<file path="config.mk">
export PLATFORM = sky130hd
export DESIGN_NAME = dsp_mac_sequencer
export DESIGN_NICKNAME = d
export VERILOG_FILES = /design/src/rtl/dsp_mac_sequencer.sv
export SDC_FILE = /design/constraint.sdc
export NUM_CORES = 1
export LEC_CHECK = 0
export ABC_AREA = 1
export ABC_CLOCK_PERIOD_IN_PS = 2400
export CORE_MARGIN = 2
export CORE_UTILIZATION = 40
export DETAILED_ROUTE_END_ITERATION = 12
export PLACE_DENSITY = 0.93
export SLEW_MARGIN = 20
export SYNTH_ARGS = -nofsm -noshare
export SYNTH_HDL_FRONTEND = slang
export SYNTH_SLANG_ARGS = --single-unit
</file>
<file path="constraint.sdc">
create_clock -name clk -period 2.4 [get_ports clk]
set_input_delay 0.24 -clock clk [delete_from_list [all_inputs] [get_ports clk]]
set_output_delay 0.24 -clock clk [all_outputs]
set_load 0.03 [all_outputs]
</file>
<file path="src/rtl/dsp_mac_sequencer.sv">
// dsp_mac_sequencer
//   Drives one DSP48A1-style MAC slice (A1/B1/M/P/OPMODE registered) to form a
//   signed N-term dot product over a valid/ready operand stream and returns
//   the 48-bit P value on a valid/ready result port.
//
//   Optional feature macro: DSP_MAC_NEG_EN adds cfg_neg (latched with start);
//   when set, opmode bit 7 selects subtract so the result is -sum mod 2^48.
//
// Ports
//   clk, rstn                  clock, async active-low reset
//   start, cfg_len[, cfg_neg]  job request (sampled in IDLE only)
//   busy                       state != IDLE
//   in_valid/in_ready/in_a/in_b  operand stream
//   out_valid/out_ready/out_data result stream
//   dsp_a, dsp_b               slice A/B (pass-through of in_a/in_b)
//   dsp_opmode, dsp_ce*        slice opmode and clock enables
//   dsp_rst                    slice reset (high during reset + 1 clock)
//   dsp_p                      slice P output
module dsp_mac_sequencer #(
   parameter int unsigned LEN_W = 10
) (
   input  logic             clk,
   input  logic             rstn,
   input  logic             start,
   input  logic [LEN_W-1:0] cfg_len,
`ifdef DSP_MAC_NEG_EN
   input  logic             cfg_neg,
`endif
   output logic             busy,
   input  logic             in_valid,
   output logic             in_ready,
   input  logic [17:0]      in_a,
   input  logic [17:0]      in_b,
   output logic             out_valid,
   input  logic             out_ready,
   output logic [47:0]      out_data,
   output logic [17:0]      dsp_a,
   output logic [17:0]      dsp_b,
   output logic [7:0]       dsp_opmode,
   output logic             dsp_cea,
   output logic             dsp_ceb,
   output logic             dsp_cem,
   output logic             dsp_cep,
   output logic             dsp_ceopmode,
   output logic             dsp_rst,
   input  logic [47:0]      dsp_p
);

   localparam int unsigned P_W   = 48;
   localparam int unsigned OPM_W = 8;

   // Low nibble of opmode: X=M with Z=0 for the first term, Z=P afterwards
   localparam logic [3:0] OPM_FIRST = 4'h1;
   localparam logic [3:0] OPM_ACC   = 4'h9;

   typedef enum logic [1:0] {IDLE, LOAD, DRAIN, DONE} state_t;

   state_t             state_q, state_d;
   logic [LEN_W-1:0]   cnt_q, cnt_d;
   logic               first_q, first_d;
   logic [OPM_W-1:0]   opmode_d;
   logic [P_W-1:0]     out_data_d;
   logic               v1_q, v2_q;
   logic               accept_c;
   logic               neg_q;
`ifdef DSP_MAC_NEG_EN
   logic               neg_d;
`else
   assign neg_q = 1'b0;
`endif

   // Operands go straight to the slice; its A1/B1 registers capture them on accept
   assign dsp_a        = in_a;
   assign dsp_b        = in_b;
   assign accept_c     = in_valid & in_ready;
   assign dsp_cea      = accept_c;
   assign dsp_ceb      = accept_c;
   assign dsp_cem      = v1_q;
   assign dsp_cep      = v2_q;
   assign dsp_ceopmode = 1'b1;

   // Next-state and datapath-next logic
   always_comb begin
      state_d    = state_q;
      cnt_d      = cnt_q;
      first_d    = first_q;
      opmode_d   = dsp_opmode;
      out_data_d = out_data;
`ifdef DSP_MAC_NEG_EN
      neg_d      = neg_q;
`endif
      case (state_q)
         IDLE: begin
            if (start) begin
               if (cfg_len != '0) begin
                  cnt_d   = cfg_len;
                  first_d = 1'b1;
`ifdef DSP_MAC_NEG_EN
                  neg_d   = cfg_neg;
`endif
                  state_d = LOAD;
               end else begin
                  out_data_d = '0;
                  state_d    = DONE;
               end
            end
         end
         LOAD: begin
            if (accept_c) begin
               cnt_d    = cnt_q - LEN_W'(1);
               first_d  = 1'b0;
               opmode_d = {neg_q, 3'b000, (first_q ? OPM_FIRST : OPM_ACC)};
               if (cnt_q == LEN_W'(1)) state_d = DRAIN;
            end
         end
         DRAIN: begin
            // cnt is 0 on entry; the third edge sees P holding the final sum
            if (cnt_q == LEN_W'(2)) begin
               out_data_d = dsp_p;
               cnt_d      = '0;
               state_d    = DONE;
            end else begin
               cnt_d = cnt_q + LEN_W'(1);
            end
         end
         DONE: begin
            if (out_ready) state_d = IDLE;
         end
         default: state_d = IDLE;
      endcase
   end

   // State and registered outputs
   always_ff @(posedge clk or negedge rstn) begin
      if (!rstn) begin
         state_q    <= IDLE;
         cnt_q      <= '0;
         first_q    <= 1'b0;
         v1_q       <= 1'b0;
         v2_q       <= 1'b0;
         dsp_opmode <= '0;
         out_data   <= '0;
         busy       <= 1'b0;
         in_ready   <= 1'b0;
         out_valid  <= 1'b0;
      end else begin
         state_q    <= state_d;
         cnt_q      <= cnt_d;
         first_q    <= first_d;
         v1_q       <= accept_c;
         v2_q       <= v1_q;
         dsp_opmode <= opmode_d;
         out_data   <= out_data_d;
         busy       <= (state_d != IDLE);
         in_ready   <= (state_d == LOAD);
         out_valid  <= (state_d == DONE);
      end
   end

`ifdef DSP_MAC_NEG_EN
   always_ff @(posedge clk or negedge rstn) begin
      if (!rstn) neg_q <= 1'b0;
      else       neg_q <= neg_d;
   end
`endif

   // Slice reset: held through reset and one clock beyond release
   always_ff @(posedge clk or negedge rstn) begin
      if (!rstn) dsp_rst <= 1'b1;
      else       dsp_rst <= 1'b0;
   end

endmodule
</file>
# Word level (Yosys, flattened, before mapping)
# Index checks and enable logic that the tools add are counted.
# op_classes
add_sub_neg	2
n_eq_ne	12
muxes	21
n_bitwise	1
n_reduce_logical	10
# op_table
cell	n
$mux 48	3
$pmux 48 s2	1
$mux 10	4
$pmux 10 s3	1
$mux 2	6
$reduce_and 4->1	3
$add 10x1->10 const B	1
$eq 10x1->1 const B	1
$eq 10x2->1 const B	1
$ne 2x2->1 const B	5
$reduce_bool 10->1	1
$sub 10x1->10 const B	1
$pmux 2 s4	1
$eq 2x2->1 const B	3
$reduce_bool 2->1	3
$eq 2x1->1 const B	2
$mux 4	1
$mux 1	3
$reduce_bool 3->1	1
$logic_not 2->1	1
$pmux 1 s2	1
$reduce_and 2->1	1
$and 1x1->1	1
# word_totals
register_bits	71
inputBits	99
output_inout_bits	101
elab_cells	57

# Depth between registers and ports, before layout
# logic_depth
ltp_word	5
ltp_mapped	12

# Least setup slack after synthesis
# No wires, ideal clock.
# synth_timing
path_type	reg-to-reg
start	register cnt_q[0]
end	register out_data[0]
t_arrival_ns	1.600
path_slack_ns	0.670
path_stages_with_launch	13
n_path_buf	3
synth_period_minus_slack_ns	1.730
cell_sequence	dfrtp_1 -> buf_2 -> inv_1 -> ha_1 -> nand3_1 -> nor2_2 -> nor2_1 -> nor2_2 -> nand2_2 -> buf_6 -> buf_6 -> nand2_1 -> o21ai_1
# synth_between
elab_chain_cells	3
# synth_rtl
element	line_no	source
start, declared	59	logic [LEN_W-1:0] cnt_q, cnt_d;
start signal, assigned	148	cnt_q <= cnt_d;
$eq 10x2->1	118	if (cnt_q == LEN_W'(2)) begin
$ne 2x2->1 (no line)	-	
$reduce_and 4->1 (no line)	-	
end signal, assigned	153	out_data <= out_data_d;
end, declared	36	output logic [47:0] out_data,
# No other way between the ends.
# A chain may end at the register's enable or synchronous reset.

# Worst setup path in the final report
# layout_timing
start	register state_q[0]
end	register cnt_q[7]
# layout_between
elab_chain_cells	3
elab_cells_between_ends	9
# layout_rtl
element	line_no	source
start, declared	58	state_t state_q, state_d;
start signal, assigned	147	state_q <= state_d;
$eq 2x1->1, or another cell as far along	92	case (state_q)
$ne 2x2->1 (no line) or $reduce_bool 3->1 (tied branches)	-	
$reduce_and 4->1 (no line)	-	
# Several ways; a longest one is shown, not always the timed one.

==> results.md <==
* Status: finished, final reports clean
* Area of the multi-input gates at ~1600 µm²
* Hold Path Origin: dsp_cem
* WS Path Type: reg2reg
* Largest net degree at the start of global routing at 57
* Seq/Total Area, Yosys at 0.447
* Standard-cell rows at 35
* GRT Overall Usage at 0.186
* Synth Area in XOR/XNOR at 0.00453
* Hold bufs inserted after CTS at 1
* Reg-to-reg startpoint: state_q[0]
* TritonCTS clock tree: done
* Top cell type's share of synthesized area at 0.440
* Full die area at between 10000 and 15000 µm²
* Crit path buffers/inverters at 3
* Worst path slowest cell: dfrtp_1
* Simple-gate share of the synthesized area at 0.280
* Hold Slack at slightly below 400 ps
* Yosys reg bits at ~70
* Max Fclk at between 0.5 and 0.6 GHz
* RSZ-0062 raised after global routing: no
* Vias per Instance at approximately 4.9
* Avg Cell Area, Syn at ~7.7 µm²
* Final WL at just under 10 mm
* Crit path top cell by count: nand2_1
* Largest family of logic cells by synthesized area: simple AND/OR/NAND/NOR gates
* Final Max Slew Viols at 0
* Post-synthesis adder-cell area fraction at 0.0291
* Antenna viol nets, final at 0
* Max_slew headroom at 0.553
* Post_cts resized at 0
* Final period util at 0.828
* PD cells at roughly 1300 nW/µm²
* Clock sink count at slightly below 70
* Fin. Hold Viols at 0
* IO Pins at 200
* Share of post-route cells with drive strength above 1 at 0.0864
* Buffers on Ports at 120
* Filler cells at between 700 and 800
* Die width at ~100 µm
* TritonCTS buffer count at 9
* Max incr delay on CP at around 460 ps
* Post-synthesis cell area at 3860 µm²
* Die Y at between 100 and 150 µm
* First-iteration detailed-routing DRC count at about 160
* Worst Tran Pin Value at around 670 ps
* Antenna violations before repair at 0
* Starting Density at 0.414
* Top post-synthesis cells by area: dfrtp_1 44%, nand2_1 17%, buf_4 8.5%, o21ai_1 5.4%, nand3_1 5.1%
* Mux cell area share after synthesis at 0
* Synth Warn # at 0
* Final core utilization at 0.557
* DR pass1 iterations at 5
* Beginning of the critical path: state_q[0]
* Setup TNS at 0 ps
* Arr. time, crit path at about 2300 ps
* Syn Inst Count at just over 500
* CP max FO at 8
* # diodes at 0
* Worst skew pair latency at about 350 ps
* Inst Count DP at ~700
* GR Overflow Total at 0
* HP Class: reg2reg
* Worst Setup End Kind: register
* Worst Setup Start Kind: register
* P&R area growth vs syn at 34.6%
* CTS clk-pin slew, worst paths at about 80 ps
* Htree depth at 3
* Cell variety after synth at 29
* Critical path, cell by cell: inv_1 -> ha_1 -> nand2_1 -> o21ai_0 -> inv_1 -> nand3b_1 -> buf_4 -> nor2_1 -> nand2_1 -> nand2_1
* Area leader, netlist: dfrtp_1
* Dpl hpwl at roughly 7.2 mm
* WL/cell at between 10 and 15 µm
* Largest delay share family, worst path: simple AND/OR/NAND/NOR gates
* Final GP Congestion at slightly above 0.9
* Post-Route Skew at about 13 ps
* Worst IR drop on VDD at ~0.00078 V
* Layout Nets at 705
* Clock buffer depth at 2
* DRC viols at 0
* Final Non-Filler Cells at roughly 730
* Area fraction in compound gates after synthesis at 0.0881
* Static leakage at 2.36 nW
* Core footprint at approximately 9300 µm²
* Post-CTS setup buffer count at 0
* Root buf cell: clkbuf_8
* # setup viols final at 0
* Detailed-route via count at between 3000 and 4000
* Register area at 1730 µm²
* Vias in the first global route at between 3000 and 4000
* Worst endpoint required time at 2690 ps
* Post-route minimum period at approximately 2000 ps
* Max cap viols at 0
* First-pass GRT wire length at 15.4 mm
[cells in the mapped netlist]
library cell	n
nand2_2	1
o21ai_2	1
buf_2	5
nand3_2	1
nand3b_1	1
or2_2	2
clkbuf_1	12
a21oi_1	2
xnor2_1	2
dfrtp_1	68
nor2_2	3
nor2_1	33
buf_6	6
dfstp_2	1
nand2_1	172
ha_1	9
a31o_2	1
and2_1	1
o21bai_1	1
nand3_1	39
o21ai_1	42
or2_1	1
conb_1	2
buf_4	44
nor2_4	1
nand4_1	6
inv_1	27
inv_2	2
o21ai_0	19
[metrics by stage]
stage | instance area (µm²) | power, mW | worst slack [ps]
final | 5200 | 6.64 | 414
after CTS | 5200 | 6.69 | 410
after floorplan | 3890 | 4.41 | 670
after global routing | 5200 | 7.19 | 218
after global placement | 4960 | 5.40 | 247
after detailed placement | 4960 | 5.54 | 158
[layout make-up]
cell class | instances | share of cell area
Sequential cell | 69 | 0.332
Inverter | 29 | 0.0209
Tap cell | 129 | 0.0310
Clock inverter | 7 | 0.0202
Multi-Input combinational cell | 346 | 0.305
Timing Repair Buffer | 142 | 0.267
Clock buffer | 9 | 0.0238
[sequential cells by signal, summed over array words and instances (netlist names), 2 cells and up]
register	count
out_data	48
state_q	2
cnt_q	10
dsp_opmode	2
[cells in the final DEF (no fill, tap or decap), drive strengths merged, types with 3 or more instances in the layout]
cell and instances:
nand2 173, clkbuf 9, inv 33, clkdlybuf4s50 119, nand4 6, or2 3
nand3 40, dfrtp 68, conb 8, buf 22, ha 9, o21ai 62
nor2 37
[routing by layer]
layer / global-route usage / wire (µm) / up-vias
li1: - / - / 1739
met1: 0.219 / 4080 / 1646
met2: 0.336 / 4760 / 150
met3: 0.0486 / 783 / 11
met4: 0.0503 / 109 / 0
met5: 0 / 0 / -
[logic make-up after synthesis]
| group | Yosys count |
|---|---|
| AO/OA/AOI/OAI | 66 |
| flip-flops | 69 |
| adder cells (fa/ha/maj) | 9 |
| other | 2 |
| XOR/XNOR | 2 |
| AND/OR/NAND/NOR | 261 |
| buffers and inverters | 96 |
[report_power, final]
group	total [mW]	switching (mW)	internal, mW	leakage (nW)
Combinational	3.71	2.27	1.44	1.35
Clock	1.12	0.513	0.604	0.113
Sequential	1.82	0.301	1.51	0.902
Total	6.64	3.09	3.56	2.36
[worst paths after layout]
check | endpoint | slack [ps] | cells past startpoint
worst max-delay path | cnt_q[7] | 410 | 10
worst min register to register | dsp_cep | 390 | 0
worst max register to register | cnt_q[7] | 410 | 10
max in group asynchronous | out_data[5] | 1090 | 4
min in group asynchronous | cnt_q[0] | 450 | 2
worst min-delay path | dsp_cep | 390 | 0
(Power assumes the default switching activity.)
